File: src/rtl/riscv_fetch_queue.sv
// riscv_fetch_queue
//   Instruction prefetch queue for a RISC-V front end. Issues word-aligned
//   sequential fetches to an in-order instruction memory and tags each kept
//   response with its PC. Responses are queued for decode. A credit rule
//   (count + outstanding < DEPTH) keeps the queue from overflowing. A redirect
//   from ID flushes the queue, restarts fetch, and drops the responses that
//   are still in flight.
//
//   Optional feature macro: FETCH_JAL_PREDECODE_EN
//     When defined, an enqueued JAL redirects fetch to its target. Younger
//     in-flight responses are dropped, and the entry is flagged in
//     out_pred_taken_o. When undefined, out_pred_taken_o is tied low.
//
// Parameters
//   XLEN      PC/address width (32 or 64)
//   DEPTH     queue entries, power of two, 2..16
//   RESET_PC  first fetch address after reset
//
// Ports
//   clk, rst                 clock; synchronous active-low reset
//   imem_req_o/addr_o        fetch request and word address
//   imem_gnt_i               request accepted this cycle
//   imem_rvalid_i/rdata_i    in-order response
//   redirect_i/pc_i          flush and restart fetch at redirect_pc_i
//   out_valid_o/ready_i      queue head handshake towards decode
//   out_inst_o/pc_o          head instruction and its PC
//   out_pred_taken_o         head was a predecoded JAL that redirected fetch
//   count_o                  occupied entries
module riscv_fetch_queue #(
  parameter int unsigned     XLEN     = 32,
  parameter int unsigned     DEPTH    = 4,
  parameter logic [XLEN-1:0] RESET_PC = '0
) (
  input  logic                       clk,
  input  logic                       rst,
  output logic                       imem_req_o,
  output logic [XLEN-1:0]            imem_addr_o,
  input  logic                       imem_gnt_i,
  input  logic                       imem_rvalid_i,
  input  logic [31:0]                imem_rdata_i,
  input  logic                       redirect_i,
  input  logic [XLEN-1:0]            redirect_pc_i,
  output logic                       out_valid_o,
  input  logic                       out_ready_i,
  output logic [31:0]                out_inst_o,
  output logic [XLEN-1:0]            out_pc_o,
  output logic                       out_pred_taken_o,
  output logic [$clog2(DEPTH+1)-1:0] count_o
);

  localparam int unsigned CW = $clog2(DEPTH + 1);
  localparam int unsigned PW = $clog2(DEPTH);

  logic [XLEN-1:0] fpc_q;
  logic [XLEN-1:0] resp_pc_q;
  logic [CW-1:0]   count_q;
  logic [CW-1:0]   outstanding_q;
  logic [CW-1:0]   drop_cnt_q;
  logic [PW-1:0]   wr_ptr_q;
  logic [PW-1:0]   rd_ptr_q;

  logic [31:0]     inst_mem [DEPTH];
  logic [XLEN-1:0] pc_mem   [DEPTH];

  logic [CW:0]     credit_used;
  logic            fire;
  logic            rsp_take;
  logic            rsp_drop;
  logic            enq;
  logic            deq;
  logic [CW-1:0]   outstanding_nxt;
  logic [XLEN-1:0] redirect_tgt;
  logic            jal_hit;
  logic [XLEN-1:0] jal_tgt;
  logic            unused_bits;

  assign credit_used = {1'b0, count_q} + {1'b0, outstanding_q};

  // Without a grant the credit sum cannot grow, so a raised request stays up
  // until it is granted or a redirect withdraws it.
  assign imem_req_o  = rst && !redirect_i && (credit_used < (CW + 1)'(DEPTH));
  assign imem_addr_o = fpc_q;
  assign fire        = imem_req_o && imem_gnt_i;

  // With nothing outstanding, a response belongs to a request issued before a
  // reset and is ignored.
  assign rsp_take = imem_rvalid_i && (outstanding_q != '0);
  assign rsp_drop = rsp_take && (drop_cnt_q != '0);
  assign enq      = rsp_take && (drop_cnt_q == '0) && !redirect_i;

  assign out_valid_o = (count_q != '0) && !redirect_i;
  assign deq         = out_valid_o && out_ready_i;
  assign out_inst_o  = inst_mem[rd_ptr_q];
  assign out_pc_o    = pc_mem[rd_ptr_q];
  assign count_o     = count_q;

  assign outstanding_nxt = outstanding_q + CW'(fire) - CW'(rsp_take);
  assign redirect_tgt    = {redirect_pc_i[XLEN-1:2], 2'b00};

`ifdef FETCH_JAL_PREDECODE_EN
  logic            pt_mem [DEPTH];
  logic [XLEN-1:0] imm_j;
  logic [XLEN-1:0] jal_sum;

  assign imm_j   = {{(XLEN - 20){imem_rdata_i[31]}}, imem_rdata_i[19:12],
                    imem_rdata_i[20], imem_rdata_i[30:21], 1'b0};
  assign jal_sum = resp_pc_q + imm_j;
  assign jal_tgt = {jal_sum[XLEN-1:2], 2'b00};
  assign jal_hit = enq && (imem_rdata_i[6:0] == 7'b1101111);

  always_ff @(posedge clk) begin
    if (enq) begin
      pt_mem[wr_ptr_q] <= jal_hit;
    end
  end

  assign out_pred_taken_o = out_valid_o && pt_mem[rd_ptr_q];
  assign unused_bits      = ^{redirect_pc_i[1:0], jal_sum[1:0]};
`else
  assign jal_tgt          = '0;
  assign jal_hit          = 1'b0;
  assign out_pred_taken_o = 1'b0;
  assign unused_bits      = ^redirect_pc_i[1:0];
`endif

  always_ff @(posedge clk) begin
    if (!rst) begin
      fpc_q         <= RESET_PC;
      resp_pc_q     <= RESET_PC;
      count_q       <= '0;
      outstanding_q <= '0;
      drop_cnt_q    <= '0;
      wr_ptr_q      <= '0;
      rd_ptr_q      <= '0;
    end else begin
      outstanding_q <= outstanding_nxt;
      if (redirect_i) begin
        // The request is suppressed this cycle, so everything still in flight
        // after this edge is stale.
        fpc_q      <= redirect_tgt;
        resp_pc_q  <= redirect_tgt;
        drop_cnt_q <= outstanding_nxt;
        count_q    <= '0;
        wr_ptr_q   <= '0;
        rd_ptr_q   <= '0;
      end else begin
        if (jal_hit) begin
          // Any grant in this cycle was for a fall-through address, so it is
          // counted among the stale responses.
          fpc_q      <= jal_tgt;
          resp_pc_q  <= jal_tgt;
          drop_cnt_q <= outstanding_nxt;
        end else begin
          if (fire)     fpc_q      <= fpc_q + XLEN'(4);
          if (enq)      resp_pc_q  <= resp_pc_q + XLEN'(4);
          if (rsp_drop) drop_cnt_q <= drop_cnt_q - CW'(1);
        end
        if (enq) wr_ptr_q <= wr_ptr_q + PW'(1);
        if (deq) rd_ptr_q <= rd_ptr_q + PW'(1);
        count_q <= count_q + CW'(enq) - CW'(deq);
      end
    end
  end

  always_ff @(posedge clk) begin
    if (enq) begin
      inst_mem[wr_ptr_q] <= imem_rdata_i;
      pc_mem[wr_ptr_q]   <= resp_pc_q;
    end
  end

endmodule

File: config.mk
export PLATFORM = sky130hd
export DESIGN_NAME = riscv_fetch_queue
export DESIGN_NICKNAME = d
export VERILOG_FILES = /design/src/rtl/riscv_fetch_queue.sv
export SDC_FILE = /design/constraint.sdc
export NUM_CORES = 1
export LEC_CHECK = 0
export CAP_MARGIN = 0
export CORE_ASPECT_RATIO = 0.7
export CORE_MARGIN = 5
export CORE_UTILIZATION = 59
export CTS_CLUSTER_SIZE = 12
export DETAILED_ROUTE_END_ITERATION = 7
export GPL_ROUTABILITY_DRIVEN = 0
export PLACE_DENSITY = 0.83
export SLEW_MARGIN = 20
export SYNTH_ARGS = -nofsm -noshare
export SYNTH_HDL_FRONTEND = slang
export SYNTH_SLANG_ARGS = --single-unit
File: constraint.sdc
create_clock -name clk -period 6.6 [get_ports clk]
set_input_delay 1.98 -clock clk [delete_from_list [all_inputs] [get_ports clk]]
set_output_delay 1.98 -clock clk [all_outputs]
set_load 0.02 [all_outputs]
## Yosys cells after proc, flatten, opt, wreduce, memory -nomap -nowiden

Memories as Yosys holds them, arrays and structs flattened. A register that Yosys moved wholly into a read port is not among the register bits.
Cells that the tools add are included.

| word-level totals | value |
|---|---|
| flip-flop bits (word level) | 77 |
| bits in writable memories | 256 |
| output and inout bits | 102 |
| memories | 2 |

| operators by class | value |
|---|---|
| add/subtract/negate cells | 10 |
| magnitude comparators | 1 |
| multiplexer cells | 12 |
| bitwise logic cells | 1 |
| reduce and logical (&&, ||, !) cells | 18 |

Memories:

| memory | words | width | read ports | clocked after Yosys merged registers in | wr ports | line | text |
|---|---|---|---|---|---|---|---|
| inst_mem | 4 | 32 | 1 | 1 | 1 | 62 | `logic [31:0] inst_mem [DEPTH];` |
| pc_mem | 4 | 32 | 1 | 1 | 1 | 63 | `logic [XLEN-1:0] pc_mem [DEPTH];` |

Operators with widths:

| kind | count |
|---|---|
| $mux W32 | 4 |
| $add A32 B3 Y32 const B | 2 |
| $logic_and A1 B1 Y1 | 9 |
| $reduce_bool A3 Y1 | 3 |
| $mux W2 | 4 |
| $add A3 B1 Y3 | 2 |
| $mux W3 | 2 |
| $reduce_bool A2 Y1 | 3 |
| $sub A3 B1 Y3 | 2 |
| $add A2 B1 Y2 const B | 2 |
| $add A3 B3 Y4 | 1 |
| $lt A4 B3 Y1 const B | 1 |
| $logic_not A3 Y1 | 1 |
| $sub A3 B1 Y3 const B | 1 |
| $mux W1 | 2 |
| $reduce_or A2 Y1 | 1 |
| $logic_not A1 Y1 | 1 |
| $not A1 Y1 | 1 |

## Depth between registers and ports, before layout

Gate-level depths: netlist of the first run.

| depth | value |
|---|---|
| depth after elaboration | 7 |
| gate-level depth with buffers | 12 |
| mapped depth without buffers | 12 |

## Worst setup path before layout of the first run

No wires, ideal clock.

| path | value |
|---|---|
| path type | in2out |
| from | input redirect_i |
| to | output out_valid_o |
| data arrival time | 2,805 ps |
| path slack | 1,815 ps |
| stages | 4 |
| buffers on the path | 3 |
| cells stage by stage | buf_6 clkbuf_1 clkbuf_1 nor2_1 |

| between the ends | value |
|---|---|
| longest elaborated chain between the ends | 2 |

Ends and longest elaborated chain:

| element | line | text |
|---|---|---|
| from (decl) | 41 | `input logic redirect_i,` |
| $logic_not A1 Y1 | 91 | `assign out_valid_o = (count_q != '0) && !redirect_i;` |
| $logic_and A1 B1 Y1 | 91 |  |
| to (decl) | 43 | `output logic out_valid_o,` |

No other way between the ends.

## Worst setup path after layout of the first run

| path | value |
|---|---|
| from | input redirect_i |
| to | output imem_req_o |

| between the ends | value |
|---|---|
| longest elaborated chain between the ends | 3 |

Ends and longest elaborated chain:

| element | line | text |
|---|---|---|
| $logic_not A1 Y1 | 81 | `assign imem_req_o = rst && !redirect_i && (credit_used < (CW + 1)'(DEPTH));` |
| $logic_and A1 B1 Y1 (2 in a row) | 81 |  |
| to (decl) | 36 | `output logic imem_req_o,` |

No other way between the ends.

==> results of run 1 <==
==> final cells by class <==
type                       instances  area (um2)
inverter                          22        82.6
timing repair buffer             174        1750
clock buffer                      56         880
fill                            1351        5850
multi-input combinational        443        3850
sequential                       323        8950
clock inverter                     2        16.3
tap                              282         353
==> critical path: cells and delay by family <==
family	cells	cell delay, ns
buffers and inverters	2	1.11
AND/OR/NAND/NOR	2	0.63
==> path summary, 6_finish.rpt <==
kind | start | end | slack (ns) | cells past startpoint
setup / recovery | redirect_i | imem_req_o | 0.90 | 4
hold / removal | rd_ptr_q[0] | flop | 0.54 | 2
setup reg to reg | count_o[1] | drop_cnt_q[2] | 3.31 | 12
hold reg to reg | rd_ptr_q[0] | flop | 0.54 | 2
==> power by group <==
part	switching [mW]	total (mW)	leakage, nW	internal (mW)
Sequential	0.0789	2.38	2.87	2.30
Combinational	0.311	0.581	1.83	0.270
Clock	0.691	1.58	0.422	0.891
==> cells in the final DEF, fill, tap and decap left out, types with 13 or more instances in the layout <==
cell,Yosys,final
ha_1,14,14
nand2_1,39,39
o21ai_0,40,40
nand4_1,22,22
nand3_1,26,26
xor2_1,25,25
xnor2_1,17,17
clkbuf_1,28,24
clkbuf_16,0,31
dfxtp_1,75,73
nor2_1,27,27
a21oi_1,52,52
a31oi_1,15,15
inv_1,21,20
and3_1,13,13
clkdlybuf4s50_1,0,164
mux4_2,62,62
edfxtp_1,248,248
==> kinds of logic (layout without fill, tap and decap cells) <==
kind of cell / count (synthesis) / count (layout) / share of synthesized area
other cells: 1 / 5 / 0.000287
flops: 323 / 323 / 0.685
fa+ha+maj: 16 / 16 / 0.0165
xor+xnor: 42 / 42 / 0.0282
buf+inv: 66 / 254 / 0.0218
simple gates: 182 / 182 / 0.0804
mux: 64 / 64 / 0.108
compound gates: 134 / 134 / 0.0592
==> metrics by stage <==
step / hold slack (ns) / util
finish: 0.542 / 0.731
global route: 0.555 / 0.731
CTS: 0.540 / 0.731
detailed placement: 0.525 / 0.690
global placement: 0.508 / 0.690
floorplan: 0.460 / -
==> registers in the layout, summed over array words and instances (netlist names), named ones only <==
| name | flops |
|---|---|
| count_o | 3 |
| drop_cnt_q | 3 |
| imem_addr_o | 30 |
| inst_mem | 128 |
| outstanding_q | 3 |
| pc_mem | 120 |
| rd_ptr_q | 2 |
| resp_pc_q | 30 |
| wr_ptr_q | 2 |
==> per-layer routing <==
layer  share of wire  GRT usage  wire length, um
met1            0.45      0.349            12900
met2            0.45      0.344            12900
met3           0.085     0.0442             2440
met4           0.013     0.0371              360
met5               0          0                0
==> Yosys cell counts, types with 7 or more instances <==
master	number	area share
nand2_1	39	0.011
and4_1	7	0.0047
xnor2_1	17	0.011
nand3_1	26	0.010
nand4_1	22	0.011
mux4_2	62	0.11
and3_1	13	0.0062
or3_1	7	0.0034
ha_1	14	0.013
inv_1	21	0.0060
and2_1	9	0.0043
a31oi_1	15	0.0072
o21ai_0	40	0.015
xor2_1	25	0.017
edfxtp_1	248	0.57
nor2_1	27	0.0078
buf_2	9	0.0034
dfxtp_1	75	0.11
clkbuf_1	28	0.0080
a21oi_1	52	0.020
==> metrics.csv, run 1 <==
metric,value,unit
initial antenna violation count,0,
fin cells,1302,
placed insts,1244,
max-slew violation count,0,
die height,134,um
f_max,175,MHz
die area,0.0253,mm2
total routed wirelength,28600,um
CP startpoint kind,input pin,
GRT overflow,0,
sequential element share of the synthesized area,0.685,
DRC viols,0,
I/O Buffers,164,
power per cell area,286,mW/mm2
row cnt,45,
hold crit path type,flop to flop,
# resized after CTS,0,
H-tree levels,1,
Worst path slowest cell,clkdlybuf4s50_1,
vias in the first global route,7805,
"Clk pin slew, worst setup/hold paths",0.06,ns
Syn Area/Cell,15.8,um2
1st-pass router iterations,5,
I/O pin total,172,
DP Area,0.0150,mm2
critical path cell sequence,"clkdlybuf4s50_1, nor4b_4, nor2b_1, clkdlybuf4s50_1",
CTS Buf Count,31,
vias post-DR,7975,
Syn-to-layout area delta,21.6,%
vias per cell,6.13,
Slew @ Worst Pin,0.931,ns
Tot GR Track Use,0.225,
CTS tree,yes,
Setup CP Type,input pin to primary output,
pin count of the biggest net entering global routing,63,
core region area,0.0217,mm2
number of flops mapped to enable cells by yosys,248,
WL per Instance,21.9,um
Mapped Area,0.0131,mm2
Synth Warn #,0,
Final Instance Area,0.0159,mm2
Critical Path AT,3.72,ns
max capacitance violation total,0,
Post-layout nets,1081,
Layout Skew,0.0142,ns
Synth Register Bits,323,
RSZ-0062 raised after global routing,false,
Worst slew margin,0.379,
Final Critical Period,5.70,ns
antenna-violating nets left,0,
outcome,"complete, no violations",
Total Power,4.55,mW
Final Hold Fails,0,
"Req. time, crit path",4.62,ns
Post-CTS Setup Bufs,0,
hold_buf cts,0,
Gate Count Post-Synth,828,
crit-path max FO,4,
Post-synth top flop,edfxtp_1,
"FFs w/ async S/R, synth",0,
Clock Sinks,323,
crit end category,primary output,
ant diodes,0,
DR iter-0 viols,769,
Setup TNS Final,0,ns
final period utilization,0.864,
CP most frequent cell,clkdlybuf4s50_1,
Final Setup Violations,0,
pre-CTS setup slack,0.934,ns
Detail Placement HPWL,18400,um
root buffer cell,clkbuf_16,
Die Wd,188,um
Leak,5.13,nW
Starting Density,0.601,
Clock Tree Buf Depth,3,
Synth cell types,56,
VDD IR max,192,uV
layout cells sized above 1,0.123,
Skew-Pair Late Insertion Delay,0.55,ns
final worst slack,0.899,ns
CP max stage delay,0.65,ns
first-pass GRT wire length,44900,um
Note: power is estimated with default switching activity, not from simulation.
==> inputs of run 2 (changes only) <==
- CORE_UTILIZATION: 59 -> 55
- PLACE_DENSITY: 0.83 -> 0.78
- clock period: 6.6 -> 5.7 ns (I/O delays scaled with it)
==> metrics.csv, run 2 (synthesis gave the netlist of run 1 again) <==
metric,value,unit,change
Worst slew margin,0.336,,-0.0436
worst reg2reg path depth,13,,+1
crit-path max FO,4,,unchanged
R2R Path Start,count_o[1],,
Setup TNS Final,0,ns,unchanged
initial antenna violation count,0,,unchanged
CP most frequent cell,clkdlybuf4s50_1,,
DRC viols,0,,unchanged
placed insts,1279,,+2.8%
"commonest non-fill, non-tap cell in the layout",edfxtp_1,,
antenna-violating nets left,0,,unchanged
GRT overflow,0,,unchanged
Post-layout nets,1080,,-0.093%
Reg2Reg Setup Slack,2.58,ns,-0.73 ns
root buffer cell,clkbuf_16,,
vias in the first global route,7711,,-1.2%
largest registers,"inst_mem (128), pc_mem (120)",,
CP bufs+invs,2,,unchanged
pin count of the biggest net entering global routing,63,,unchanged
DP Area,0.0150,mm2,+0.27%
Top Family by Delay on Critical Path,buffers and inverters,,
die area,0.0270,mm2,+6.8%
"Req. time, crit path",3.99,ns,-0.63 ns
Leak,5.13,nW,about the same
max capacitance violation total,0,,unchanged
power per cell area,331,mW/mm2,+16%
vias post-DR,7815,,-2.0%
Skew-Pair Late Insertion Delay,0.54,ns,about the same
r2r endpoint,drop_cnt_q[2],,
Largest register FFs,128,,unchanged
Clock Sinks,323,,unchanged
core region area,0.0235,mm2,+8.2%
Filler cells,1615,,+20%
multi-input gate area in the final layout,0.00385,mm2,about the same
Final Hold Fails,0,,unchanged
ant diodes,0,,unchanged
layout cells sized above 1,0.123,,+0.000241
Starting Density,0.555,,-0.0457
Critical Path AT,3.32,ns,-0.40 ns
vias per cell,5.85,,-4.5%
Syn-to-layout area delta,22.0,%,
WL per Instance,20.7,um,-5.8%
Final Instance Area,0.0159,mm2,+0.27%
Hold Startpoint,wr_ptr_q[1],,
RSZ-0062 raised after global routing,false,,
# resized after CTS,0,,unchanged
Worst Hold Depth,2,,unchanged
fin cells,1336,,+2.6%
CP max stage delay,0.61,ns,-0.04 ns
H-tree levels,1,,unchanged
Final Setup Violations,0,,unchanged
1st-pass router iterations,5,,unchanged
Tot GR Track Use,0.201,,-0.0243
Detail Placement HPWL,17500,um,-4.6%
I/O pin total,172,,unchanged
hold_buf cts,0,,unchanged
CTS Buf Count,31,,unchanged
most frequent cells in the layout,"edfxtp_1, clkdlybuf4s50_1, dfxtp_1, mux4_2, a21oi_1",,
f_max,199,MHz,
Final Critical Period,5.03,ns,
Post-CTS Setup Bufs,0,,unchanged
Clock Tree Buf Depth,3,,unchanged
first-pass GRT wire length,43700,um,-2.7%
hold crit path type,flop to flop,,
VDD IR max,259,uV,+35%
Worst path slowest cell,clkdlybuf4s50_1,,
total routed wirelength,27600,um,-3.3%
Die Wd,194,um,+3.4%
Layout Skew,0.0107,ns,-0.00349 ns
I/O Buffers,164,,unchanged
final period utilization,0.882,,
DR iter-0 viols,696,,-9.5%
die height,139,um,+3.3%
Reg area,0.00895,mm2,unchanged
Setup CP Type,input pin to primary output,,
CTS tree,yes,,
row cnt,47,,+4.4%
CP startpoint kind,input pin,,
CP Depth,4,,unchanged
Slew @ Worst Pin,0.996,ns,+0.0654 ns
Hold Path End,wr_ptr_q[1],,
max-slew violation count,0,,unchanged
"Clk pin slew, worst setup/hold paths",0.06,ns,about the same
Biggest register,inst_mem,,
outcome,"complete, no violations",,
crit end category,primary output,,
critical path cell sequence,"clkdlybuf4s50_1, nor4b_4, nor2b_1, clkdlybuf4s50_1",,
-- run 2: changes by cell type in the layout (fill, tap and decap cells not counted), sizes merged --
cell | before | now
buf | 10 | 9
clkbuf | 56 | 55
clkinv | 0 | 1
inv | 23 | 22
-- run 2: layout make-up --
type                            instances  area share
Sequential cell                       323       0.562
Tap cell                              318      0.0250
Timing Repair Buffer                  173       0.110
Multi-Input combinational cell        443       0.242
Clock buffer                           55      0.0557
Inverter                               22     0.00518
Clock inverter                          2    0.000707
-- run 2: through the flow --
stage           util  setup WS, ns  power, mW  hold slack (ns)
3_3_place_gp   0.639         0.699       3.46            0.501
6_report       0.677         0.673       5.27            0.520
4_1_cts        0.677         0.671       5.32            0.522
2_1_floorplan      -          1.42       3.17            0.460
3_5_place_dp   0.639         0.673       3.47            0.505
5_1_grt        0.677         0.613       5.48            0.533
-- run 2: worst max-delay path by stage --
stage	startpoint	end
CTS	redirect_i	imem_req_o
finish	redirect_i	imem_req_o
global placement	redirect_i	imem_req_o
floorplan	redirect_i	inst_mem[0][0]
global route	redirect_i	imem_req_o
detailed placement	redirect_i	imem_req_o
-- run 2: routing by layer --
| layer | share of wire | GRT usage | vias up | routed length, um |
|---|---|---|---|---|
| met4 | 0.015 | 0.0348 | 0 | 425 |
| met1 | 0.45 | 0.301 | 3937 | 12300 |
| met5 | 0 | 0 | - | 0 |
| met3 | 0.071 | 0.0369 | 30 | 1970 |
| met2 | 0.47 | 0.318 | 279 | 12900 |
| li1 | - | - | 3569 | - |
-- run 2: report_power, final --
| group | leakage, nW | switching, mW | internal (mW) |
|---|---|---|---|
| registers | 2.87 | 0.0895 | 2.67 |
| clock network | 0.427 | 0.809 | 1.04 |
| logic | 1.82 | 0.354 | 0.314 |
| total | 5.13 | 1.25 | 4.02 |
-- run 2: worst register-to-register path, cell delays in order, from the launching register on --
cell and delay [ns]:
dfxtp_1 0.44, ha_1 0.28, a31o_2 0.28, nor4_4 0.24
buf_4 0.22, inv_2 0.11, ha_1 0.29, inv_1 0.04
ha_1 0.18, fa_1 0.40, xnor2_1 0.16, xnor2_1 0.14
o21ai_0 0.16, a21oi_1 0.05
